==> src/rtl/link_ctrl_sp_pkg.sv <==
// -----------------------------------------------------------------------------
// link_ctrl_sp_pkg
//   Symbols and state encoding shared by the link controller, its FIFO and
//   the Serial_Paralelo / Paralelo_Serial benches.
//   No ports (package).
// -----------------------------------------------------------------------------
package link_ctrl_sp_pkg;

    localparam logic [7:0] COM_SYM  = 8'hBC;   // comma / training symbol
    localparam logic [7:0] IDLE_SYM = 8'h7C;   // filler when no user data

    localparam int unsigned DEF_COM_COUNT  = 4;
    localparam int unsigned DEF_TIMEOUT    = 64;
    localparam int unsigned DEF_FIFO_DEPTH = 4;

    typedef enum logic [2:0] {
        ST_RST    = 3'd0,
        ST_TRAIN  = 3'd1,
        ST_WAIT   = 3'd2,
        ST_ACTIVE = 3'd3,
        ST_ERR    = 3'd4
    } link_state_e;

    // Width able to hold 0..n-1, never narrower than one bit.
    function automatic int unsigned cnt_width(input int unsigned n);
        return (n <= 1) ? 1 : $clog2(n);
    endfunction

endpackage

==> src/rtl/fifo_sync_sp.sv <==
// -----------------------------------------------------------------------------
// fifo_sync_sp
//   Generic single-clock FIFO. Data at the head is presented combinationally
//   on o_rdata; a pop advances the head on the next clock edge.
//   Ports:
//     i_clk    clock
//     i_rst_n  asynchronous active-low reset (flushes the FIFO)
//     i_push   write i_wdata (ignored when full)
//     i_wdata  write data
//     i_pop    advance the head (ignored when empty)
//     o_rdata  head entry
//     o_full   no free entries
//     o_empty  no valid entries
// -----------------------------------------------------------------------------
module fifo_sync_sp #(
    parameter  int unsigned DEPTH = 4,
    parameter  int unsigned WIDTH = 8,
    localparam int unsigned AW    = (DEPTH <= 2) ? 1 : $clog2(DEPTH)
) (
    input  logic             i_clk,
    input  logic             i_rst_n,
    input  logic             i_push,
    input  logic [WIDTH-1:0] i_wdata,
    input  logic             i_pop,
    output logic [WIDTH-1:0] o_rdata,
    output logic             o_full,
    output logic             o_empty
);

    localparam logic [AW:0] FULL_CNT = (AW+1)'(DEPTH);

    logic [WIDTH-1:0] r_mem [DEPTH];
    logic [AW-1:0]    r_wr_ptr;
    logic [AW-1:0]    r_rd_ptr;
    logic [AW:0]      r_count;

    logic w_do_push;
    logic w_do_pop;

    assign o_full    = (r_count == FULL_CNT);
    assign o_empty   = (r_count == '0);
    assign w_do_push = i_push && !o_full;
    assign w_do_pop  = i_pop  && !o_empty;
    assign o_rdata   = r_mem[r_rd_ptr];

    // Storage carries no reset; only pointers and count define validity.
    always_ff @(posedge i_clk) begin
        if (w_do_push) begin
            r_mem[r_wr_ptr] <= i_wdata;
        end
    end

    // DEPTH is a power of two, so pointers wrap by natural overflow.
    always_ff @(posedge i_clk or negedge i_rst_n) begin
        if (!i_rst_n) begin
            r_wr_ptr <= '0;
            r_rd_ptr <= '0;
            r_count  <= '0;
        end else begin
            if (w_do_push) begin
                r_wr_ptr <= r_wr_ptr + 1'b1;
            end
            if (w_do_pop) begin
                r_rd_ptr <= r_rd_ptr + 1'b1;
            end
            case ({w_do_push, w_do_pop})
                2'b10:   r_count <= r_count + 1'b1;
                2'b01:   r_count <= r_count - 1'b1;
                default: r_count <= r_count;
            endcase
        end
    end

endmodule

==> src/rtl/link_ctrl_sp.sv <==
// -----------------------------------------------------------------------------
// link_ctrl_sp
//   Transmit-side sequencer for the serial link into Serial_Paralelo.
//   Sends COM training until the far end reports active, then forwards
//   buffered user bytes (IDLE when nothing is buffered). Drops back to
//   training whenever active falls.
//   Ports:
//     clk_4f       byte-rate clock
//     reset        asynchronous active-low reset
//     data_in      user byte
//     valid_in     data_in valid; accepted when valid_in && ready_out
//     ready_out    buffer has room (low in RST)
//     rx_active    far-end active indication
//     tx_data      byte to the parallel-to-serial stage (registered)
//     tx_valid     tx_data meaningful (registered)
//     link_up      link is forwarding user data (registered)
//     timeout_err  sticky training failure, cleared once the link comes up
//     state        current FSM state
//
//   state     | meaning
//   ----------+--------------------------------------------------------
//   ST_RST    | one cycle after reset release, nothing transmitted
//   ST_TRAIN  | send COM_COUNT commas unconditionally
//   ST_WAIT   | keep sending COM, wait for rx_active, bounded by TIMEOUT
//   ST_ACTIVE | forward FIFO bytes or IDLE; leave when rx_active drops
//   ST_ERR    | one cycle: send IDLE, flag timeout, retry training
// -----------------------------------------------------------------------------
module link_ctrl_sp
    import link_ctrl_sp_pkg::*;
#(
    parameter int unsigned COM_COUNT  = DEF_COM_COUNT,
    parameter int unsigned TIMEOUT    = DEF_TIMEOUT,
    parameter int unsigned FIFO_DEPTH = DEF_FIFO_DEPTH
) (
    input  logic       clk_4f,
    input  logic       reset,
    input  logic [7:0] data_in,
    input  logic       valid_in,
    output logic       ready_out,
    input  logic       rx_active,
    output logic [7:0] tx_data,
    output logic       tx_valid,
    output logic       link_up,
    output logic       timeout_err,
    output logic [2:0] state
);

    localparam int unsigned CW = cnt_width(COM_COUNT);
    localparam int unsigned TW = cnt_width(TIMEOUT);

    localparam logic [CW-1:0] COM_LAST = CW'(COM_COUNT - 1);
    localparam logic [TW-1:0] TO_LAST  = TW'(TIMEOUT - 1);

    link_state_e   r_state;
    link_state_e   w_state_nxt;
    logic [CW-1:0] r_com_cnt;
    logic [CW-1:0] w_com_cnt_nxt;
    logic [TW-1:0] r_to_cnt;
    logic [TW-1:0] w_to_cnt_nxt;

    logic [7:0]    r_tx_data;
    logic [7:0]    w_tx_data_nxt;
    logic          r_tx_valid;
    logic          w_tx_valid_nxt;
    logic          r_link_up;
    logic          w_link_up_nxt;
    logic          r_timeout_err;
    logic          w_timeout_err_nxt;

    logic          w_push;
    logic          w_pop;
    logic          w_fifo_full;
    logic          w_fifo_empty;
    logic [7:0]    w_fifo_head;

    // Pushes are accepted in every state but RST, including while training,
    // so the source can pre-load bytes before the link comes up.
    assign ready_out = !w_fifo_full && (r_state != ST_RST);
    assign w_push    = valid_in && ready_out;

    fifo_sync_sp #(
        .DEPTH (FIFO_DEPTH),
        .WIDTH (8)
    ) u_fifo (
        .i_clk   (clk_4f),
        .i_rst_n (reset),
        .i_push  (w_push),
        .i_wdata (data_in),
        .i_pop   (w_pop),
        .o_rdata (w_fifo_head),
        .o_full  (w_fifo_full),
        .o_empty (w_fifo_empty)
    );

    always_ff @(posedge clk_4f or negedge reset) begin
        if (!reset) begin
            r_state       <= ST_RST;
            r_com_cnt     <= '0;
            r_to_cnt      <= '0;
            r_tx_data     <= 8'h00;
            r_tx_valid    <= 1'b0;
            r_link_up     <= 1'b0;
            r_timeout_err <= 1'b0;
        end else begin
            r_state       <= w_state_nxt;
            r_com_cnt     <= w_com_cnt_nxt;
            r_to_cnt      <= w_to_cnt_nxt;
            r_tx_data     <= w_tx_data_nxt;
            r_tx_valid    <= w_tx_valid_nxt;
            r_link_up     <= w_link_up_nxt;
            r_timeout_err <= w_timeout_err_nxt;
        end
    end

    // The *_nxt outputs are the values launched at the next edge, so the
    // visible tx_data/tx_valid/link_up lag the state that produced them by
    // one cycle.
    always_comb begin
        w_state_nxt       = r_state;
        w_com_cnt_nxt     = r_com_cnt;
        w_to_cnt_nxt      = '0;
        w_tx_data_nxt     = 8'h00;
        w_tx_valid_nxt    = 1'b0;
        w_link_up_nxt     = 1'b0;
        w_timeout_err_nxt = r_timeout_err;
        w_pop             = 1'b0;

        case (r_state)
            ST_RST: begin
                w_com_cnt_nxt = '0;
                w_state_nxt   = ST_TRAIN;
            end

            ST_TRAIN: begin
                w_tx_data_nxt  = COM_SYM;
                w_tx_valid_nxt = 1'b1;
                if (r_com_cnt == COM_LAST) begin
                    w_com_cnt_nxt = '0;
                    w_state_nxt   = ST_WAIT;
                end else begin
                    w_com_cnt_nxt = r_com_cnt + 1'b1;
                end
            end

            ST_WAIT: begin
                w_tx_data_nxt  = COM_SYM;
                w_tx_valid_nxt = 1'b1;
                if (rx_active) begin
                    w_state_nxt = ST_ACTIVE;
                end else if (r_to_cnt == TO_LAST) begin
                    w_state_nxt = ST_ERR;
                end else begin
                    w_to_cnt_nxt = r_to_cnt + 1'b1;
                end
            end

            ST_ERR: begin
                w_tx_data_nxt     = IDLE_SYM;
                w_tx_valid_nxt    = 1'b1;
                w_timeout_err_nxt = 1'b1;
                w_state_nxt       = ST_TRAIN;
            end

            ST_ACTIVE: begin
                w_tx_valid_nxt    = 1'b1;
                w_timeout_err_nxt = 1'b0;
                if (!rx_active) begin
                    // Exit cycle: keep buffered bytes for the next session
                    // and start training immediately on the wire.
                    w_tx_data_nxt = COM_SYM;
                    w_state_nxt   = ST_TRAIN;
                end else begin
                    w_link_up_nxt = 1'b1;
                    if (!w_fifo_empty) begin
                        w_pop         = 1'b1;
                        w_tx_data_nxt = w_fifo_head;
                    end else begin
                        w_tx_data_nxt = IDLE_SYM;
                    end
                end
            end

            default: begin
                w_state_nxt = ST_RST;
            end
        endcase
    end

    assign tx_data     = r_tx_data;
    assign tx_valid    = r_tx_valid;
    assign link_up     = r_link_up;
    assign timeout_err = r_timeout_err;
    assign state       = r_state;

endmodule

==> config.mk <==
export PLATFORM = sky130hd
export DESIGN_NAME = link_ctrl_sp
export DESIGN_NICKNAME = d
export VERILOG_FILES = /design/src/rtl/link_ctrl_sp_pkg.sv /design/src/rtl/fifo_sync_sp.sv /design/src/rtl/link_ctrl_sp.sv
export SDC_FILE = /design/constraint.sdc
export NUM_CORES = 1
export LEC_CHECK = 0
export BUFFER_PORTS_ARGS = -buffer_cell sky130_fd_sc_hd__buf_2
export CORE_ASPECT_RATIO = 1.2
export CORE_UTILIZATION = 55
export DETAILED_ROUTE_END_ITERATION = 6
export PLACE_DENSITY = 0.74
export SETUP_SLACK_MARGIN = 0.05
export SLEW_MARGIN = 20
export SYNTH_ARGS = -nofsm -noshare
export SYNTH_HDL_FRONTEND = slang
export SYNTH_SLANG_ARGS = --single-unit
==> constraint.sdc <==
create_clock -name clk_4f -period 5.74 [get_ports clk_4f]
set_input_delay 0.287 -clock clk_4f [delete_from_list [all_inputs] [get_ports clk_4f]]
set_output_delay 0.287 -clock clk_4f [all_outputs]
set_load 0.02 [all_outputs]
# After elaboration in Yosys (flattened, before gate mapping)
# Memory sizes are Yosys's and may differ from the RTL's.
# Index checks and enable logic that the tools add are counted.
# classes
n_addsub	6
n_eq_ne	12
mux	23
reduce_logical	16
# op_table
cell	count
$pmux W8 S3	1
$mux W6	3
$mux W8	2
$mux W3	4
$pmux W3 S4	1
$mux W1	8
$add A2 B1 Y2 const B	3
$add A6 B1 Y6 const B	1
$eq A3 B2 Y1 const B	2
$eq A3 B3 Y1 const B	2
$eq A6 B6 Y1 const B	1
$logic_not A3 Y1	2
$pmux W3 S2	1
$reduce_bool A2 Y1	3
$eq A2 B2 Y1 const B	2
$logic_and A1 B1 Y1	4
$ne A2 B2 Y1 const B	2
$pmux W2 S2	1
$reduce_or A2 Y1	2
$reduce_or A4 Y1	1
$add A3 B1 Y3 const B	1
$eq A3 B1 Y1 const B	1
$ne A3 B3 Y1 const B	1
$reduce_and A3 Y1	1
6 further kinds	7
# totals
register_bits	29
ramBits	32
word_cells	68
memories	1
# mem_list
memory	depth	word_bits	rd	rd_ports_with_merged_regs	write_ports	line_no	rtl
u_fifo.r_mem	4	8	1	0	1	fifo_sync_sp.sv:32	logic [WIDTH-1:0] r_mem [DEPTH];

# Depth between registers and ports, before layout
# Gate-level depths: netlist of the first run.
# depth
depth_word	7
mapped_depth	11
depth_no_buf	9

# Modules after synthesis
# A second synthesis of the first run with hierarchy kept.
# hier_totals
cells_unflattened	174
hier_area_um2	2595.0
# by_module_without_submodules
mod	instances	cells_per_inst	area_per_inst_um2	seq_area_each_um2
fifo_sync_sp	1	79	1592.8	1136.1
link_ctrl_sp	1	95	1002.2	550.5

# Worst setup path after synthesis of the first run
# OpenSTA, ideal clock, no wires.
# synth_path
kind	flip-flop to flip-flop
from	register r_state[0], in the netlist state[0]
to	register u_fifo.r_count[2]
setup_time_ns	0.079
arrival_time_ns	2.098
required_time_ns	5.661
slack_ns	3.563
stages_incl_launch_ff	12
path_buffers	2
period_less_slack_ns	2.177
cell_sequence	dfrtp_1 > buf_2 > and4b_1 > clkbuf_1 > nand2_1 > inv_1 > ha_1 > inv_1 > fa_1 > xor2_1 > nor2_1 > xor2_1
# synth_rtl
element	line_no	rtl
from (decl)	link_ctrl_sp.sv:54	link_state_e r_state;
from (signal assigned)	link_ctrl_sp.sv:105	r_state <= w_state_nxt;
$eq A3 B2 Y1 *	link_ctrl_sp.sv:128	case (r_state)
$mux W1 *	link_ctrl_sp.sv:128	
$logic_and A1 B1 Y1 *	fifo_sync_sp.sv:43	assign w_do_pop = i_pop && !o_empty;
via u_fifo.w_do_pop	fifo_sync_sp.sv:38	logic w_do_pop;
$eq A2 B1 Y1 or $eq A2 B2 Y1 (tied branches)	fifo_sync_sp.sv:66	case ({w_do_push, w_do_pop})
$pmux W3 S2 or $reduce_bool A2 Y1 (tied branches)	n/a	
to (signal assigned)	fifo_sync_sp.sv:67	2'b10: r_count <= r_count + 1'b1;
to (signal assigned)	fifo_sync_sp.sv:68	2'b01: r_count <= r_count - 1'b1;
to (signal assigned)	fifo_sync_sp.sv:69	default: r_count <= r_count;
to (decl)	fifo_sync_sp.sv:35	logic [AW:0] r_count;
# The timed path passes the listed nets; every way through them passes the cells marked *.
# A chain may end at the register's enable or synchronous reset.

# Worst setup path after layout of the first run
# layout_path
from	register r_state[2], in the netlist state[2]
to	register u_fifo.r_count[2]
# The elaborated chain is that of the path after synthesis.

==> results of run 1 <==
==> how the worst max path moves through the flow <==
stage | startpoint | slack [ps] | end | cells after the start
global route | state[2]$_DFFE_PN0P_ | 3320 | u_fifo.r_count[2]$_DFFE_PN0P_ | 9
finish | state[2]$_DFFE_PN0P_ | 3530 | u_fifo.r_count[2]$_DFFE_PN0P_ | 9
CTS | state[2]$_DFFE_PN0P_ | 3530 | u_fifo.r_count[2]$_DFFE_PN0P_ | 9
floorplan | state[0]$_DFFE_PN0P_ | 3560 | u_fifo.r_count[2]$_DFFE_PN0P_ | 11
global placement | state[2]$_DFFE_PN0P_ | 3640 | u_fifo.r_count[2]$_DFFE_PN0P_ | 9
detailed placement | state[2]$_DFFE_PN0P_ | 3540 | u_fifo.r_count[2]$_DFFE_PN0P_ | 9
==> per-layer routing <==
| metal | global-route usage | vias to the layer above |
|---|---|---|
| met2 | 0.330 | 43 |
| met4 | 0.133 | 0 |
| li1 | - | 698 |
| met1 | 0.245 | 703 |
| met3 | 0.0464 | 10 |
| met5 | 0 | - |
==> cell type report <==
type	count	area share
clock inverters	6	0.0138
multi-input cells	97	0.271
well taps	56	0.0242
repair buffers	27	0.0484
flip-flops and latches	61	0.583
inverters	12	0.0156
clock buffers	10	0.0441
==> sequential cells by signal, summed over array words and instances (netlist names) <==
signal and flops:
link_up 1, r_com_cnt 2, r_to_cnt 6, state 3, timeout_err 1, tx_data 8, tx_valid 1, u_fifo.r_count 3
u_fifo.r_mem 32, u_fifo.r_rd_ptr 2, u_fifo.r_wr_ptr 2
==> power breakdown <==
part / total (W) / switching [W] / internal, W
sequential: 0.000674 / 0.0000924 / 0.000581
combinational: 0.000416 / 0.000230 / 0.000185
clock: 0.000320 / 0.000165 / 0.000155
total: 0.00141 / 0.000488 / 0.000922
==> kinds of logic after synthesis <==
group / count (synthesis)
buffers and inverters: 18
and+or+nand+nor: 47
adders and majority gates: 8
DFF: 61
muxes: 10
xor gates and xnor gates: 9
AOI/OAI and AO/OA: 23
==> layout by cell type (no fill, tap or decap), types with 2 or more instances in the layout <==
cell type   Yosys  layout
a21oi_1         6       6
and2_1          4       4
and3_1          2       2
buf_2           1      26
clkbuf_8        0       9
clkinvlp_4      0       3
dfrtp_1        29      29
edfxtp_1       32      32
ha_1            7       7
inv_1          12      12
mux4_1          7       7
nand2_1         9       9
nand2b_1        3       3
nand3_1         6       6
nor2_1         14      14
nor3_1          6       6
o21ai_0        11      11
or3_1           2       2
xnor2_1         5       5
xor2_1          4       4
==> worst register-to-register path, stage by stage (launching register included) <==
cell and delay, ps:
dfrtp_1 520, and4b_1 420, nand2_1 110, inv_1 70, ha_1 170, inv_1 60, fa_1 370, xor2_1 150
nor2_1 110, xor2_1 150
==> repair_timing <==
action                                 CTS  global route
setup endpoints to repair                0             0
endpoints found under the hold margin   29             0
hold buffers                             1             0
buffers inserted                         0             0
==> metrics by stage <==
stage	power (W)	cell area, um^2	util	cells	hold WS [ps]
floorplan	0.000982	2550	-	176	-8.59
global placement	0.00108	2720	0.623	252	324
detailed placement	0.00110	2720	0.623	252	345
CTS	0.00142	2900	0.664	269	153
global route	0.00150	2900	0.664	269	161
finish	0.00141	2900	0.664	269	168
==> metrics.log, run 1 <==
[metrics] Tcrit/Tclk final: 0.385
[metrics] Post-DRT Antenna Nets: 0
[metrics] highest metal layer with signal wires: met4
[metrics] compound-cell area share of the yosys netlist: 0.0574
[metrics] total standard cell area after synthesis: 0.00255 mm^2
[metrics] vias per cell: 5.41
[metrics] total routed wirelength: 4.26 mm
[metrics] Slew Limit Fails: 0
[metrics] Core Rows: 26
[metrics] Synth Area in XOR/XNOR: 0.0309
[metrics] FF-to-FF setup slack: 3530 ps
[metrics] critical-path cell with the highest stage delay: dfrtp_1
[metrics] post-CTS resize count: 0
[metrics] count of input and output buffers: 26
[metrics] diode insertion count for antenna repair: 0
[metrics] YS warnings: 0
[metrics] category of the worst setup path capture point: flip-flop
[metrics] area of all sequential standard cells: 0.00169 mm^2
[metrics] Cells on Worst Hold Path: 1
[metrics] all-layer global routing usage: 0.205
[metrics] total nets after synthesis: 196
[metrics] clock buffer count from CTS: 9
[metrics] most frequent cell after synthesis: edfxtp_1
[metrics] share of layout cells above drive strength 1: 0.207
[metrics] worst-path cell chain: and4b_1, nand2_1, inv_1, ha_1, inv_1, fa_1, xor2_1, nor2_1, xor2_1
[metrics] final-layout setup total negative slack: 0 ps
[metrics] most frequently used flop master after synthesis: edfxtp_1
[metrics] Post-Synthesis Mean Instance Area: 14.5 um^2
[metrics] clock period minus final worst setup slack: 2210 ps
[metrics] buffering stage count on the worst path with inverters included: 2
[metrics] y dimension of the die: 76.6 um
[metrics] Crit Path Max Fanout: 15
[metrics] Max Buffers Root-to-Sink: 2
[metrics] EDFF count, synth: 32
[metrics] most instantiated cells after synthesis: edfxtp_1 (32), dfrtp_1 (29), nor2_1 (14)
[metrics] timing-limited maximum frequency: 452 MHz
[metrics] cell type with the largest total area after synthesis: edfxtp_1
[metrics] clock transition at the register clock pins on the worst setup and hold paths after CTS: 70 ps
[metrics] required time at the worst-slack endpoint: 5990 ps
[metrics] largest net degree at the start of global routing: 30
[metrics] Hold Fails Final Rpt: 0
[metrics] vias in the first global route: 1557
[metrics] Tightest Pin Transition: 899 ps
[metrics] result of the run: finished, final reports clean
[metrics] multi-input gate area in the final layout: 786 um^2
[metrics] met1 routed wirelength after detailed routing: 1.82 mm
[metrics] post-synthesis simple-gate area fraction: 0.0884
[metrics] core area: 0.00436 mm^2
[metrics] number of vias in the routed layout: 1454
[metrics] number of fill cells: 325
[metrics] DRC violations left: 0
[metrics] kind of cell with the highest combined delay on the critical path: simple AND/OR/NAND/NOR gates
[metrics] top-level I/O count: 27
[metrics] reported max-cap violation count: 0
[metrics] R2R cell count: 9
[metrics] Area growth, synth to finish: 13.6%
[metrics] RSZ-0062 raised after global routing: no
[metrics] insertion delay of the later-clocked pin in the worst-skew pair: 330 ps
[metrics] nets: 228
[metrics] Detail Route met3 WL: 165 um
[metrics] Worst Setup Slack, final: 3530 ps
[metrics] Starting Density: 0.585
[metrics] Leak: 1.19 nW
[metrics] Worst Clk Skew: 7.26 ps
[metrics] clock tree from TritonCTS: done
[metrics] number of iterations in the first detailed-routing pass: 4
[metrics] terminating pin of the worst hold path: u_fifo.r_mem[1][1]$_DFFE_PP_
[metrics] H-tree level count: 3
[metrics] Setup Viol. Count Final: 0
[metrics] share of flip-flops with an asynchronous set or reset after synthesis: 0.475
[metrics] post-synthesis register bit count: 61
[metrics] adder-cell share of the synthesized area: 0.0422
[metrics] TritonCTS sink count: 61
[metrics] max-slew headroom at the worst pin: 0.393
[metrics] Critical R2R Capture: u_fifo.r_count[2]$_DFFE_PN0P_
[metrics] dominant combinational cell family by area after synthesis: multiplexers
[metrics] Hold Crit Class: in -> reg
[metrics] routed length per placed instance: 15.8 um
[metrics] VDD IR max: 0.000229 V
[metrics] fraction of post-synthesis cell area in the top cell type by area: 0.377
[metrics] Final Wtd Congestion: 0.847
[metrics] Clk Tree Root Cell: clkbuf_8
[metrics] horizontal extent of the die: 64.1 um
[metrics] synthesized netlist cell count: 176
[metrics] dpl hpwl: 2.85 mm
[metrics] initial drt markers: 165
[metrics] largest stage delay on the critical path: 520 ps
[metrics] portion of the post-synthesis area used by sequential elements: 0.662
[metrics] Critical Path Source Type: flip-flop
[metrics] wire length of the first global-routing pass: 7.26 mm
[metrics] GR Overflow Total: 0
[metrics] post-placement setup slack: 3540 ps
[metrics] mux share of post-synthesis cell area: 0.0893
[metrics] P per Cell Area: 487 mW/mm^2
[metrics] signal arrival time at the worst endpoint: 2470 ps
[metrics] Worst Path Class, Setup: reg -> reg
[metrics] met2 routed WL: 2.16 mm
[metrics] launch instance of the worst min-delay path: data_in[1]
[metrics] number of different library cells in the post-synthesis netlist: 31
[metrics] initial antenna violation count: 0
[metrics] area enclosed by the die boundary: 0.00491 mm^2
[metrics] r2r startpoint: state[2]$_DFFE_PN0P_
[metrics] ranking of synthesized cells by area: edfxtp_1 (38%), dfrtp_1 (28%), mux4_1 (7.2%)
Note: power is estimated with default switching activity, not from simulation.
==> inputs of run 2 (changes only) <==
clock period = 2.2 ns   (was 5.74 ns; I/O delays follow)
==> metrics.log, run 2 (synthesis gave the netlist of run 1 again) <==
[metrics] largest stage delay on the critical path: 440 ps (-80 ps)
[metrics] vias per cell: 5.34 (-1.2%)
[metrics] signal arrival time at the worst endpoint: 2200 ps (-270 ps)
[metrics] count of input and output buffers: 26 (unchanged)
[metrics] initial drt markers: 86 (-48%)
[metrics] Post-DRT Antenna Nets: 0 (unchanged)
[metrics] Final Wtd Congestion: 0.779 (-8.0%)
[metrics] Slew Limit Fails: 0 (unchanged)
[metrics] relative contribution of the clock network to total power: 0.243 (+0.016)
[metrics] RSZ-0062 raised after global routing: no
[metrics] Tightest Pin Transition: 626 ps (-273 ps)
[metrics] timing-limited maximum frequency: 501 MHz (+11%)
[metrics] TritonCTS sink count: 61 (unchanged)
[metrics] critical-path cell with the highest stage delay: dfrtp_1
[metrics] number of fill cells: 296 (-8.9%)
[metrics] DRC violations left: 0 (unchanged)
[metrics] multi-input gate area in the final layout: 796 um^2 (+1.3%)
[metrics] portion of total power attributed to combinational logic: 0.321 (+0.026)
[metrics] sequential share of power: 0.436 (-0.042)
[metrics] Critical Path Source Type: flip-flop
[metrics] Clk Tree Root Cell: clkbuf_8
[metrics] Crit Path Max Fanout: 6 (-9)
[metrics] number of iterations in the first detailed-routing pass: 4 (unchanged)
[metrics] GR Overflow Total: 0 (unchanged)
[metrics] vias in the first global route: 1619 (+4.0%)
[metrics] required time at the worst-slack endpoint: 2410 ps (-3580 ps)
[metrics] largest register by flop count: u_fifo.r_mem
[metrics] Hold Crit Class: in -> reg
[metrics] buffering stage count on the worst path with inverters included: 2 (unchanged)
[metrics] core area: 0.00436 mm^2 (unchanged)
[metrics] Core Rows: 26 (unchanged)
[metrics] wire length of the first global-routing pass: 7.40 mm (+2.0%)
[metrics] share of layout cells above drive strength 1: 0.248 (+0.0413)
[metrics] nets: 245 (+7.5%)
[metrics] category of the worst setup path capture point: flip-flop
[metrics] Worst Path Class, Setup: reg -> reg
[metrics] dpl hpwl: 3.00 mm (+5.4%)
[metrics] all-layer global routing usage: 0.209 (+0.00463)
[metrics] total routed wirelength: 4.47 mm (+5.0%)
[metrics] P per Cell Area: 1270 mW/mm^2 (+160%)
[metrics] number of flip-flops in the largest register: 32 (unchanged)
[metrics] result of the run: finished, final reports clean
[metrics] internal power consumption: 0.00261 W (+180%)
[metrics] H-tree level count: 3 (unchanged)
[metrics] Worst Clk Skew: 8.62 ps (+1.36 ps)
[metrics] Starting Density: 0.585 (unchanged)
[metrics] Tcrit/Tclk final: 0.907 (+0.521)
[metrics] horizontal extent of the die: 64.1 um (unchanged)
[metrics] final-layout setup total negative slack: 0 ps (unchanged)
[metrics] initial antenna violation count: 0 (unchanged)
[metrics] number of instances in the placed design: 258 (+2.4%)
[metrics] diode insertion count for antenna repair: 0 (unchanged)
[metrics] top-level I/O count: 27 (unchanged)
[metrics] commonest cells after routing, fill and taps aside: edfxtp_1 (32), dfrtp_1 (28), buf_2 (26)
[metrics] clock tree from TritonCTS: done
[metrics] Area growth, synth to finish: 20.8%
[metrics] Hold Fails Final Rpt: 0 (unchanged)
[metrics] VDD IR max: 0.000793 V (+250%)
[metrics] clock transition at the register clock pins on the worst setup and hold paths after CTS: 70 ps (about the same)
[metrics] Max Buffers Root-to-Sink: 2 (unchanged)
[metrics] y dimension of the die: 76.6 um (unchanged)
[metrics] max-slew headroom at the worst pin: 0.583 (+0.190)
[metrics] reported max-cap violation count: 0 (unchanged)
[metrics] number of vias in the routed layout: 1528 (+5.1%)
[metrics] clock buffer count from CTS: 9 (unchanged)
[metrics] routed length per placed instance: 15.6 um (-1.2%)
[metrics] Leak: 1.28 nW (+7.9%)
[metrics] most frequent standard cell in the layout excluding fill and tap cells: edfxtp_1
[metrics] Setup Viol. Count Final: 0 (unchanged)
[metrics] sw power: 0.00130 W (+170%)
[metrics] number of cells in the finished layout apart from fillers: 286 (+6.3%)
[metrics] area of all sequential standard cells: 0.00169 mm^2 (about the same)
[metrics] kind of cell with the highest combined delay on the critical path: simple AND/OR/NAND/NOR gates
[metrics] largest net degree at the start of global routing: 30 (unchanged)
[metrics] insertion delay of the later-clocked pin in the worst-skew pair: 340 ps (about the same)
[metrics] clock period minus final worst setup slack: 1990 ps (-218 ps)
[metrics] proportion of total power due to net switching: 0.333 (-0.0135)
[metrics] area enclosed by the die boundary: 0.00491 mm^2 (unchanged)
[metrics] worst-path cell chain: or3_4, nand2_1, inv_1, ha_1, inv_1, fa_1, xor2_1, nor2_1, xor2_1
## run 2: cell types whose count changed in the layout (fill, tap and decap cells not counted)
cell and delta:
bufinv_16 +1, dfrtp_1 -1, clkinv_2 +1, dfrtp_2 +1
or3_1 -1, nor3_2 +1, nor3_1 -1, buf_4 +9
or3_4 +1, clkinv_1 -1, clkinvlp_4 -1, dlygate4sd3_1 +8
## run 2: what timing repair did
| item | CTS | global route |
|---|---|---|
| setup endpoints to repair | 0 | 2 |
| gates resized for setup | 0 | 3 |
| hold buffers | 9 | 0 |
| buffers inserted | 0 | 3 |
| endpoints found under the hold margin | 61 | 0 |
## run 2: routing by layer
layer  track usage  wire (um)  vias up
met5             0          0        -
met4        0.0778         71        0
met3        0.0644        214       10
met2         0.367       2360       46
met1         0.236       1830      738
li1              -          -      734
## run 2: worst reg2reg max path, stage by stage, from the launching register on
cell,delay (ps)
dfrtp_1,440
or3_4,430
nand2_1,110
inv_1,50
ha_1,210
inv_1,70
fa_1,180
xor2_1,170
nor2_1,70
xor2_1,140
## run 2: final cells by class
cell class	instances	share of cell area
clock buffer	10	0.0415
clock inverter	6	0.0207
inverter	12	0.0146
multi-input combinational	97	0.259
sequential	61	0.548
tap	56	0.0228
timing repair buffer	44	0.0935
## run 2: power groups by stage
stage	registers, W	clock network, W	logic, W
3_3_place_gp	0.00171	0	0.00116
3_5_place_dp	0.00173	0	0.00121
6_report	0.00171	0.000952	0.00126
5_1_grt	0.00174	0.00103	0.00140
2_1_floorplan	0.00175	0	0.000817
4_1_cts	0.00171	0.000957	0.00123
## run 2: path summary, 6_finish.rpt
check	startpoint	end	slack (ps)	cells past startpoint
worst max-delay path	u_fifo.r_count[0]$_DFFE_PN0P_	u_fifo.r_count[2]$_DFFE_PN0P_	210	9
worst min-delay path	rx_active	state[1]$_DFFE_PN0P_	130	3
worst max register to register	u_fifo.r_count[0]$_DFFE_PN0P_	u_fifo.r_count[2]$_DFFE_PN0P_	210	9
worst min register to register	timeout_err$_DFFE_PN0P_	timeout_err$_DFFE_PN0P_	510	2
max in group asynchronous	reset	state[0]$_DFFE_PN0P_	1430	2
min in group asynchronous	reset	r_to_cnt[2]$_DFF_PN0_	320	2
## run 2: per-stage QoR
step / util / total power [W] / cell area (um^2) / setup WS [ps] / hold WS [ps]
final: 0.706 / 0.00392 / 3080 / 206 / 130
after global routing: 0.706 / 0.00416 / 3080 / 60.5 / 129
after CTS: 0.698 / 0.00389 / 3040 / 77.5 / 114
after detailed placement: 0.634 / 0.00294 / 2760 / 96.9 / 159
after global placement: 0.634 / 0.00286 / 2760 / 220 / 142
after floorplan: - / 0.00257 / 2550 / 52.9 / -186
